--- config.mk ---
export PLATFORM = sky130hd
export DESIGN_NAME = seq_divider
export DESIGN_NICKNAME = d
export VERILOG_FILES = /design/src/rtl/seq_divider_pkg.sv /design/src/rtl/seq_divider_step.sv /design/src/rtl/seq_divider.sv
export SDC_FILE = /design/constraint.sdc
export NUM_CORES = 1
export LEC_CHECK = 0
export CORE_MARGIN = 10
export CORE_UTILIZATION = 35
export CTS_CLUSTER_DIAMETER = 50
export DETAILED_ROUTE_END_ITERATION = 10
export GPL_ROUTABILITY_DRIVEN = 0
export PLACE_DENSITY = 0.65
export SKIP_LAST_GASP = 1
export SYNTH_ARGS = -nofsm -noshare
export SYNTH_HDL_FRONTEND = slang
export SYNTH_SLANG_ARGS = --single-unit
--- constraint.sdc ---
create_clock -name clk -period 5.3 [get_ports clk]
set_input_delay 1.06 -clock clk [delete_from_list [all_inputs] [get_ports clk]]
set_output_delay 1.06 -clock clk [all_outputs]
set_load 0.01 [all_outputs]
--- src/rtl/seq_divider_pkg.sv ---
// Shared definitions for the sequential signed divider: FSM state encoding,
// default operand width and a constant-width helper.
package seq_divider_pkg;

    localparam int unsigned DIV_WIDTH_DEFAULT = 32;

    // Divider control states (2-bit encoding)
    typedef enum logic [1:0] {
        IDLE = 2'd0,
        PREP = 2'd1,
        ITER = 2'd2,
        FIX  = 2'd3
    } div_state_e;

    // Ceiling log2, used to size the iteration counter
    function automatic int unsigned clog2(input int unsigned n);
        int unsigned r;
        r = 0;
        for (int unsigned i = 0; i < 32; i++) begin
            if ((64'd1 << i) < 64'(n)) begin
                r = i + 1;
            end
        end
        return r;
    endfunction

endpackage

--- src/rtl/seq_divider_step.sv ---
// One radix-2 restoring step of the divider.
// Shifts the next dividend bit into the partial remainder and conditionally
// subtracts the divisor magnitude.
// Ports:
//   rem        partial remainder (always < divisor)
//   bit_in     next dividend bit, MSB first
//   divisor    divisor magnitude (unsigned, <= 2^(WIDTH-1))
//   rem_next_c new partial remainder (combinational)
//   q_bit_c    quotient bit produced by this step (combinational)
module seq_divider_step #(
    parameter int unsigned WIDTH = 32
) (
    input  logic [WIDTH-1:0] rem,
    input  logic             bit_in,
    input  logic [WIDTH-1:0] divisor,
    output logic [WIDTH-1:0] rem_next_c,
    output logic             q_bit_c
);

    logic [WIDTH:0] shifted;
    logic [WIDTH:0] diff;

    // Since rem < divisor, a non-negative difference is below 2^WIDTH and a
    // wrapped one is at least 2^WIDTH, so the top bit of diff is the borrow.
    always_comb begin
        shifted    = {rem, bit_in};
        diff       = shifted - {1'b0, divisor};
        q_bit_c    = ~diff[WIDTH];
        rem_next_c = q_bit_c ? diff[WIDTH-1:0] : shifted[WIDTH-1:0];
    end

endmodule

--- src/rtl/seq_divider.sv ---
// Sequential signed radix-2 restoring divider (2*WIDTH / WIDTH -> WIDTH),
// truncating toward zero; inverse of the signed WIDTHxWIDTH multiplier.
// Optional feature macro: DIV_EARLY_OUT_EN (skip iterations when |A|==0 or |B|==1).
// Ports:
//   clk, rst   clock and synchronous active-high reset
//   start      launch request, sampled only while idle
//   A, B       signed dividend (2*WIDTH) and divisor (WIDTH)
//   Q, R       signed quotient and remainder, registered, held until next done
//   busy       operation in flight
//   done       one-cycle completion pulse
//   ovf        quotient does not fit in WIDTH signed bits (Q=R=0)
//   div_zero   divisor was zero (Q=all ones, R=A[WIDTH-1:0])
module seq_divider
    import seq_divider_pkg::*;
#(
    parameter int unsigned WIDTH = DIV_WIDTH_DEFAULT
) (
    input  logic               clk,
    input  logic               rst,
    input  logic               start,
    input  logic [2*WIDTH-1:0] A,
    input  logic [WIDTH-1:0]   B,
    output logic [WIDTH-1:0]   Q,
    output logic [WIDTH-1:0]   R,
    output logic               busy,
    output logic               done,
    output logic               ovf,
    output logic               div_zero
);

    localparam int unsigned      DW       = 2 * WIDTH;
    localparam int unsigned      CNT_W    = (clog2(WIDTH) > 0) ? clog2(WIDTH) : 1;
    localparam logic [CNT_W-1:0] CNT_LAST = CNT_W'(WIDTH - 1);
    localparam logic [WIDTH-1:0] HALF     = WIDTH'(1) << (WIDTH - 1);

    div_state_e       state_q, state_d;
    logic [DW-1:0]    a_q, a_d;
    logic [WIDTH-1:0] b_q, b_d;
    logic [WIDTH-1:0] bmag_q, bmag_d;
    logic [DW-1:0]    work_q, work_d;
    logic [CNT_W-1:0] cnt_q, cnt_d;
    logic             qneg_q, qneg_d;
    logic             rneg_q, rneg_d;
    logic             zero_q, zero_d;
    logic             big_q, big_d;

    logic [WIDTH-1:0] q_d, r_d;
    logic             busy_d, done_d, ovf_d, dz_d;

    logic [DW-1:0]    a_mag;
    logic [WIDTH-1:0] b_mag;
    logic [WIDTH-1:0] q_mag, r_mag;
    logic             q_range_bad;
    logic [WIDTH-1:0] step_rem;
    logic             step_qbit;

    // Operand magnitudes; -2^(DW-1) maps to 2^(DW-1) read as unsigned
    assign a_mag = a_q[DW-1] ? (DW'(0) - a_q) : a_q;
    assign b_mag = b_q[WIDTH-1] ? (WIDTH'(0) - b_q) : b_q;

    // {rem, quo} working register: remainder in the upper half, quotient
    // bits shift into the lower half as dividend bits shift out
    assign q_mag = work_q[WIDTH-1:0];
    assign r_mag = work_q[DW-1:WIDTH];

    // A negative quotient may reach -2^(WIDTH-1); a positive one may not
    assign q_range_bad = qneg_q ? (q_mag > HALF) : (q_mag >= HALF);

    seq_divider_step #(
        .WIDTH (WIDTH)
    ) u_step (
        .rem        (work_q[DW-1:WIDTH]),
        .bit_in     (work_q[WIDTH-1]),
        .divisor    (bmag_q),
        .rem_next_c (step_rem),
        .q_bit_c    (step_qbit)
    );

    // Next-state and datapath/output update
    always_comb begin
        state_d = state_q;
        a_d     = a_q;
        b_d     = b_q;
        bmag_d  = bmag_q;
        work_d  = work_q;
        cnt_d   = cnt_q;
        qneg_d  = qneg_q;
        rneg_d  = rneg_q;
        zero_d  = zero_q;
        big_d   = big_q;
        q_d     = Q;
        r_d     = R;
        busy_d  = busy;
        done_d  = 1'b0;
        ovf_d   = ovf;
        dz_d    = div_zero;

        case (state_q)
            IDLE: begin
                if (start) begin
                    a_d     = A;
                    b_d     = B;
                    busy_d  = 1'b1;
                    state_d = PREP;
                end
            end

            PREP: begin
                qneg_d = a_q[DW-1] ^ b_q[WIDTH-1];
                rneg_d = a_q[DW-1];
                bmag_d = b_mag;
                zero_d = (b_q == '0);
                // High half >= divisor means the quotient needs more than WIDTH bits
                big_d  = (b_q != '0) && (a_mag[DW-1:WIDTH] >= b_mag);
                work_d = a_mag;
                cnt_d  = '0;
                if ((b_q == '0) || (a_mag[DW-1:WIDTH] >= b_mag)) begin
                    state_d = FIX;
`ifdef DIV_EARLY_OUT_EN
                end else if ((a_mag == '0) || (b_mag == WIDTH'(1))) begin
                    // Trivial quotient: the high half is already zero here
                    work_d  = {WIDTH'(0), a_mag[WIDTH-1:0]};
                    state_d = FIX;
`endif
                end else begin
                    state_d = ITER;
                end
            end

            ITER: begin
                work_d = {step_rem, work_q[WIDTH-2:0], step_qbit};
                cnt_d  = cnt_q + CNT_W'(1);
                if (cnt_q == CNT_LAST) begin
                    state_d = FIX;
                end
            end

            FIX: begin
                done_d  = 1'b1;
                busy_d  = 1'b0;
                state_d = IDLE;
                if (zero_q) begin
                    q_d   = '1;
                    r_d   = a_q[WIDTH-1:0];
                    ovf_d = 1'b0;
                    dz_d  = 1'b1;
                end else if (big_q || q_range_bad) begin
                    q_d   = '0;
                    r_d   = '0;
                    ovf_d = 1'b1;
                    dz_d  = 1'b0;
                end else begin
                    q_d   = qneg_q ? (WIDTH'(0) - q_mag) : q_mag;
                    r_d   = rneg_q ? (WIDTH'(0) - r_mag) : r_mag;
                    ovf_d = 1'b0;
                    dz_d  = 1'b0;
                end
            end

            default: begin
                state_d = IDLE;
            end
        endcase
    end

    // State, datapath and output registers
    always_ff @(posedge clk) begin
        if (rst) begin
            state_q  <= IDLE;
            a_q      <= '0;
            b_q      <= '0;
            bmag_q   <= '0;
            work_q   <= '0;
            cnt_q    <= '0;
            qneg_q   <= 1'b0;
            rneg_q   <= 1'b0;
            zero_q   <= 1'b0;
            big_q    <= 1'b0;
            Q        <= '0;
            R        <= '0;
            busy     <= 1'b0;
            done     <= 1'b0;
            ovf      <= 1'b0;
            div_zero <= 1'b0;
        end else begin
            state_q  <= state_d;
            a_q      <= a_d;
            b_q      <= b_d;
            bmag_q   <= bmag_d;
            work_q   <= work_d;
            cnt_q    <= cnt_d;
            qneg_q   <= qneg_d;
            rneg_q   <= rneg_d;
            zero_q   <= zero_d;
            big_q    <= big_d;
            Q        <= q_d;
            R        <= r_d;
            busy     <= busy_d;
            done     <= done_d;
            ovf      <= ovf_d;
            div_zero <= dz_d;
        end
    end

endmodule

==> impl_metrics.toml, run 1 <==
[yosys]
yosysWarnings = 0
synth_common_cells = "nand2_1, dfxtp_1, nor2_1, a21oi_1, clkbuf_1"
synth_seq_cells = 271
ys_types = 77
synth_ff_type = "dfxtp_1"
yosys-top-cells-area = "dfxtp_1, nand2_1, xor2_1, ha_1, a21oi_1"
avgSynthCellArea_um2 = 7.838
synth_edf_count = 0
netlist_instances = 2073
synth_most_common_cell = "nand2_1"
synth_area_um2 = 16250
synth_seq_area_share_pct = 33.39
synthesis.nets = 2247
synth_top_area_cell = "dfxtp_1"
ys_async_sr_fraction_pct = 0
synth_top_area_share_pct = 33.39

[setup_path]
cp.arrival_ns = 5.10
path_class = "register to register"
reg2reg_setup_slack_ns = 0.59
startpoint = "a_q[9]$_SDFFE_PP0P_"
critPathMaxFanout = 7
setup.worst_path.start_class = "register"
worstSetupEndpoint = "big_q$_SDFFE_PP0P_"
r2r_cells = 15
worstPathRequired_ns = 5.69
cp-end-kind = "register"
rr_startpoint = "a_q[9]$_SDFFE_PP0P_"
r2r-end = "big_q$_SDFFE_PP0P_"

[clock_network]
root_buffer = "clkbuf_16"
postCtsSetupBuffers = 0
cts_tree = "yes"
numCtsBuffers = 36
cts_buffer_depth = 3
clkSinkCount = 271
path_clk_slew_ns = 0.06
htreeDepth = 2
cts_resized = 0
hold_buffers = 0
clkLatencyLatePin_ns = 0.55

[pwr]
power.total_mw = 12.29
powerDensity_nw_per_um2 = 630.7
max-vdd-ir-drop_mv = 0.4012
p_leak_nw = 7.148

[place]
hpwl_um = 41500
place_ws_ns = 0.6800
numPortBuffers = 166

[detailed_routing]
met3_length_um = 4612
postRouteAntennaNets = 0
wirelength_met1_um = 23620
top_layer_used = "met4"
vias = 15790
drt_wl_total_um = 55370
vias_per_cell = 5.667
drt-initial-drc-count = 1825
met2_length_um = 25210
wire_per_inst_um = 19.87
dr.pass1.iters = 6
drc = 0

[die]
ios = 167
core_region_area_um2 = 45670
initial_utilization_pct = 35.57
die_area_um2 = 55440
fp.dieH_um = 235.5
die_w_um = 235.5
rows = 78

[grt]
grt_usage_pct = 19.01
grt_max_degree = 98
grt_pass1_wl_um = 86130
grt_pass1_vias = 15080
gr-total-overflow = 0
antenna_found_initial = 0

[sta]
period_minus_slack_ns = 4.712
maxSlewViolCount = 0
setup_viol = 0
setup_ws_ns = 0.5883
slew_headroom_pct = 15.02
skew_ns = 0.02352
tns_ns = 0
rsz0062_at_grt = "no"
fin_crit_sh_pct = 88.90
hold_violations = 0
fmax_mhz = 212.2
fin_hold_ws_ns = 0.4697
worst_slew_pin_slew_ns = 1.275

[flow_run]
drv_cap = 0

[outcome]
status = "finished clean"

[cells_and_area]
nNetsFinal = 2333
area_growth_pct = 19.91
drive_above_1_share_pct = 5.535
utilization_pct = 42.66
diodes = 0

[worst_hold_path]
hold_path.class = "register to register"
==> registers in the layout, summed over array words and instances, names as in the netlist, 2 cells and up <==
| name | flops |
|---|---|
| R | 32 |
| state_q | 2 |
| b_q | 32 |
| Q | 32 |
| bmag_q | 32 |
| cnt_q | 5 |
| a_q | 64 |
| work_q | 64 |
==> how the worst min path moves through the flow <==
stage                            startpoint                      end  slack (ns)  cells after the start
floorplan                big_q$_SDFFE_PP0P_       big_q$_SDFFE_PP0P_        0.44                      2
global placement      cnt_q[4]$_SDFFE_PP0P_    cnt_q[4]$_SDFFE_PP0P_        0.45                      2
detailed placement  bmag_q[31]$_SDFFE_PP0P_  bmag_q[31]$_SDFFE_PP0P_        0.46                      2
CTS                 bmag_q[31]$_SDFFE_PP0P_  bmag_q[31]$_SDFFE_PP0P_        0.47                      2
global route          cnt_q[4]$_SDFFE_PP0P_    cnt_q[4]$_SDFFE_PP0P_        0.50                      2
finish                cnt_q[4]$_SDFFE_PP0P_    cnt_q[4]$_SDFFE_PP0P_        0.47                      2
==> placed cells by master (no fill, tap or decap), types with 6 or more instances in the layout <==
cell type / n
inv_1: 80
clkdlybuf4s50_1: 165
a22oi_1: 34
nor3_1: 26
or4_1: 16
o32ai_1: 17
a21oi_1: 154
nand2b_1: 12
xor2_1: 106
nor2_1: 185
or3_1: 14
o41ai_1: 25
nand2_1: 312
nand4_1: 18
mux2i_1: 40
o31ai_1: 48
buf_4: 22
clkbuf_8: 8
o22ai_1: 69
a21o_1: 24
dfxtp_1: 270
ha_1: 71
o21ai_0: 107
nor2b_1: 8
clkbuf_16: 36
nor4_1: 24
a31oi_1: 13
a221oi_1: 6
xnor2_1: 74
nand3_1: 29
a211oi_1: 53
==> worst max-delay path, stage by stage, from the launching register on <==
cell and delay, ns:
dfxtp_1 0.37, or4_1 0.61, nor3_1 0.39, nand4_1 0.36
or2_2 0.43, o31ai_1 0.25, xnor2_1 0.18, ha_1 0.26
a21o_1 0.15, a21o_1 0.17, a21o_1 0.16, a21oi_1 0.13
o21ai_0 0.12, a211o_1 0.36, a211oi_1 0.46, o41ai_1 0.13
==> layout make-up <==
cell class | instances | area, um^2
inverters | 81 | 304.0
flip-flops and latches | 271 | 5426
repair buffers | 188 | 1831
clock buffers | 46 | 1008
clock inverters | 19 | 200.2
well taps | 600 | 750.7
multi-input cells | 1581 | 9963
fillers | 4594 | 26190
==> kinds of logic (layout without fill, tap and decap cells) <==
family                   count (synthesis)  in the layout  share of synthesized area (%)
adder cells (fa/ha/maj)                 75             75                          5.822
XOR/XNOR                               180            180                          9.703
multiplexers                            41             41                          2.557
buffers and inverters                  221            334                          5.390
AO/OA/AOI/OAI                          602            602                          24.16
AND/OR/NAND/NOR                        683            683                          18.98
flip-flops                             271            271                          33.39
==> per-stage QoR <==
| stage | cell area (um^2) | std cells |
|---|---|---|
| 2_1_floorplan | 16250 | 2073 |
| 3_3_place_gp | 18280 | 2721 |
| 3_5_place_dp | 18280 | 2721 |
| 4_1_cts | 19480 | 2786 |
| 5_1_grt | 19480 | 2786 |
| 6_report | 19480 | 2786 |
==> routing by layer <==
| metal | up-vias | GRT usage (%) |
|---|---|---|
| li1 | 7602 | - |
| met1 | 7428 | 24.33 |
| met2 | 638 | 30.78 |
| met3 | 119 | 3.999 |
| met4 | 0 | 7.089 |
| met5 | - | 0 |
==> power by group <==
part	total [mW]	internal [mW]	switching, mW
logic	6.85	2.62	4.24
clock network	2.44	1.43	1.01
registers	2.99	2.42	0.565
total	12.3	6.47	5.82
(Power assumes the default switching activity.)
==> run 2: changes to the inputs <==
--- a/config.mk
+++ b/config.mk
@@ -6,11 +6,11 @@
 export NUM_CORES = 1
 export LEC_CHECK = 0
 export CORE_MARGIN = 10
-export CORE_UTILIZATION = 35
+export CORE_UTILIZATION = 58
 export CTS_CLUSTER_DIAMETER = 50
 export DETAILED_ROUTE_END_ITERATION = 10
 export GPL_ROUTABILITY_DRIVEN = 0
-export PLACE_DENSITY = 0.65
+export PLACE_DENSITY = 0.92
 export SKIP_LAST_GASP = 1
 export SYNTH_ARGS = -nofsm -noshare
 export SYNTH_HDL_FRONTEND = slang
==> run 2 against run 1 <==
Effect of this change: clock power fell by 2%; sequential share of layout area grew 0.58 points; worst setup slack lost 0.11 ns; global-route usage grew 9.8 points; die area is 37% lower; sequential power rose by 2%; final area is 2.0% lower; highest routed layer unchanged; utilization up 26 points; register-to-register slack got worse by 0.11 ns; critical path depth unchanged.
==> impl_metrics.toml, run 2 (synthesis results as in run 1) <==
[cells_and_area]
layout_common_cells = "nand2_1, dfxtp_1, nor2_1"
nNetsFinal = 2323
mostFrequentLayoutCell = "nand2_1"
drive_above_1_share_pct = 4.744
fillerInstances = 2079
reg_top3 = "a_q: 64 flops, work_q: 64 flops"
area_growth_pct = 17.46
diodes = 0
utilization_pct = 68.89

[clock_network]
cts_resized = 0
path_clk_slew_ns = 0.06
cts_tree = "yes"
numCtsBuffers = 34
hold_buffers = 0
clkLatencyLatePin_ns = 0.53
cts_buffer_depth = 3
root_buffer = "clkbuf_16"
postCtsSetupBuffers = 0
clkSinkCount = 271
htreeDepth = 2

[pwr]
power_frac_seq_pct = 24.8
powerDensity_nw_per_um2 = 642.3
swShare_pct = 47.07
p_int_mw = 6.489
clock_power_share_pct = 19.4
combinationalPowerShare_pct = 55.8
p_leak_nw = 7.074
switchingPower_mw = 5.771
max-vdd-ir-drop_mv = 0.3435
power.total_mw = 12.26

[sta]
rsz0062_at_grt = "no"
worst_slew_pin_slew_ns = 1.363
period_minus_slack_ns = 4.823
fmax_mhz = 207.3
hold_violations = 0
fin_crit_sh_pct = 91.01
skew_ns = 0.02599
tns_ns = 0
maxSlewViolCount = 0
setup_viol = 0
setup_ws_ns = 0.4766
slew_headroom_pct = 9.163

[grt]
grt_pass1_wl_um = 84050
use_met3_pct = 7.774
gr-usage-met1_pct = 34.50
grt_usage_pct = 28.76
busiest_layer = "met2"
gr-total-overflow = 0
grt_pass1_vias = 16070
antenna_found_initial = 0
grt_max_degree = 179
grt_util_met2_pct = 45.27

[detailed_routing]
vias = 16680
wire_per_inst_um = 20.98
dr.pass1.iters = 8
drc = 0
drt-initial-drc-count = 2420
drt_wl_total_um = 53490
postRouteAntennaNets = 0
vias_per_cell = 6.542

[die]
rows = 61
ios = 167
die_w_um = 187.4
fp.dieH_um = 187.4
core_region_area_um2 = 27710
initial_utilization_pct = 58.65
die_area_um2 = 35110

[setup_path]
worstPathRequired_ns = 5.67
cp.arrival_ns = 5.20
path_class = "register to register"
critPathMaxFanout = 7
setup.worst_path.start_class = "register"
cp-end-kind = "register"

[worst_hold_path]
hold_path.class = "register to register"

[place]
place_ws_ns = 0.7054
hpwl_um = 38100
numPortBuffers = 166

[flow_run]
drv_cap = 0

[outcome]
status = "finished clean"
==> run 2: cell count changes in the layout (fill, tap and decap cells not counted), sizes merged <==
cell and change:
clkinv -7, inv -3, bufinv +2, buf -7
==> run 2: layout make-up <==
type,count,area [um^2],area share [%]
Multi-Input combinational cell,1581,9960,52.18
Clock buffer,47,991.0,5.192
Timing Repair Buffer,180,1780,9.329
Inverter,81,304.0,1.593
Clock inverter,11,151.4,0.7932
Sequential cell,271,5426,28.43
Tap cell,378,473.0,2.478
==> run 2: routing by layer <==
metal	share of wire (%)	vias up
li1	-	7572
met1	38	7624
met2	43	1129
met3	11	350
met4	7.3	0
met5	0	-
==> run 2: path summary, 6_finish.rpt <==
check / cells past startpoint / slack [ns] / endpoint / from
max: 15 / 0.48 / state_q[0]$_SDFFE_PP0P_ / a_q[9]$_SDFFE_PP0P_
min: 2 / 0.47 / bmag_q[31]$_SDFFE_PP0P_ / bmag_q[31]$_SDFFE_PP0P_
max reg2reg: 15 / 0.48 / state_q[0]$_SDFFE_PP0P_ / a_q[9]$_SDFFE_PP0P_
min reg2reg: 2 / 0.47 / bmag_q[31]$_SDFFE_PP0P_ / bmag_q[31]$_SDFFE_PP0P_
==> run 2: power by group through the flow <==
stage	logic [mW]	registers (mW)	clock network, mW
floorplan	5.07	2.81	0
global placement	6.26	3.00	0
detailed placement	6.49	3.02	0
CTS	6.58	2.99	2.37
global route	7.39	3.06	2.46
finish	6.84	3.04	2.38
==> run 2: critical path, stage by stage, from the launching register on <==
cell	delay, ns
dfxtp_1	0.37
or4_1	0.64
or3_1	0.41
nor3_1	0.61
nand3_1	0.25
o41ai_1	0.45
xnor2_1	0.22
ha_1	0.30
a21o_1	0.17
a21oi_1	0.13
o21ai_0	0.10
a21o_1	0.18
a21oi_1	0.15
o22ai_1	0.09
a211oi_1	0.45
a21oi_1	0.14
==> run 2: stage by stage <==
| step | hold WS (ns) | cell area [um^2] | cells |
|---|---|---|---|
| 3_5_place_dp | 0.4615 | 17940 | 2491 |
| 6_report | 0.4708 | 19090 | 2549 |
| 4_1_cts | 0.4682 | 19090 | 2549 |
| 2_1_floorplan | 0.4411 | 16250 | 2073 |
| 3_3_place_gp | 0.4567 | 17940 | 2491 |
| 5_1_grt | 0.4900 | 19090 | 2549 |
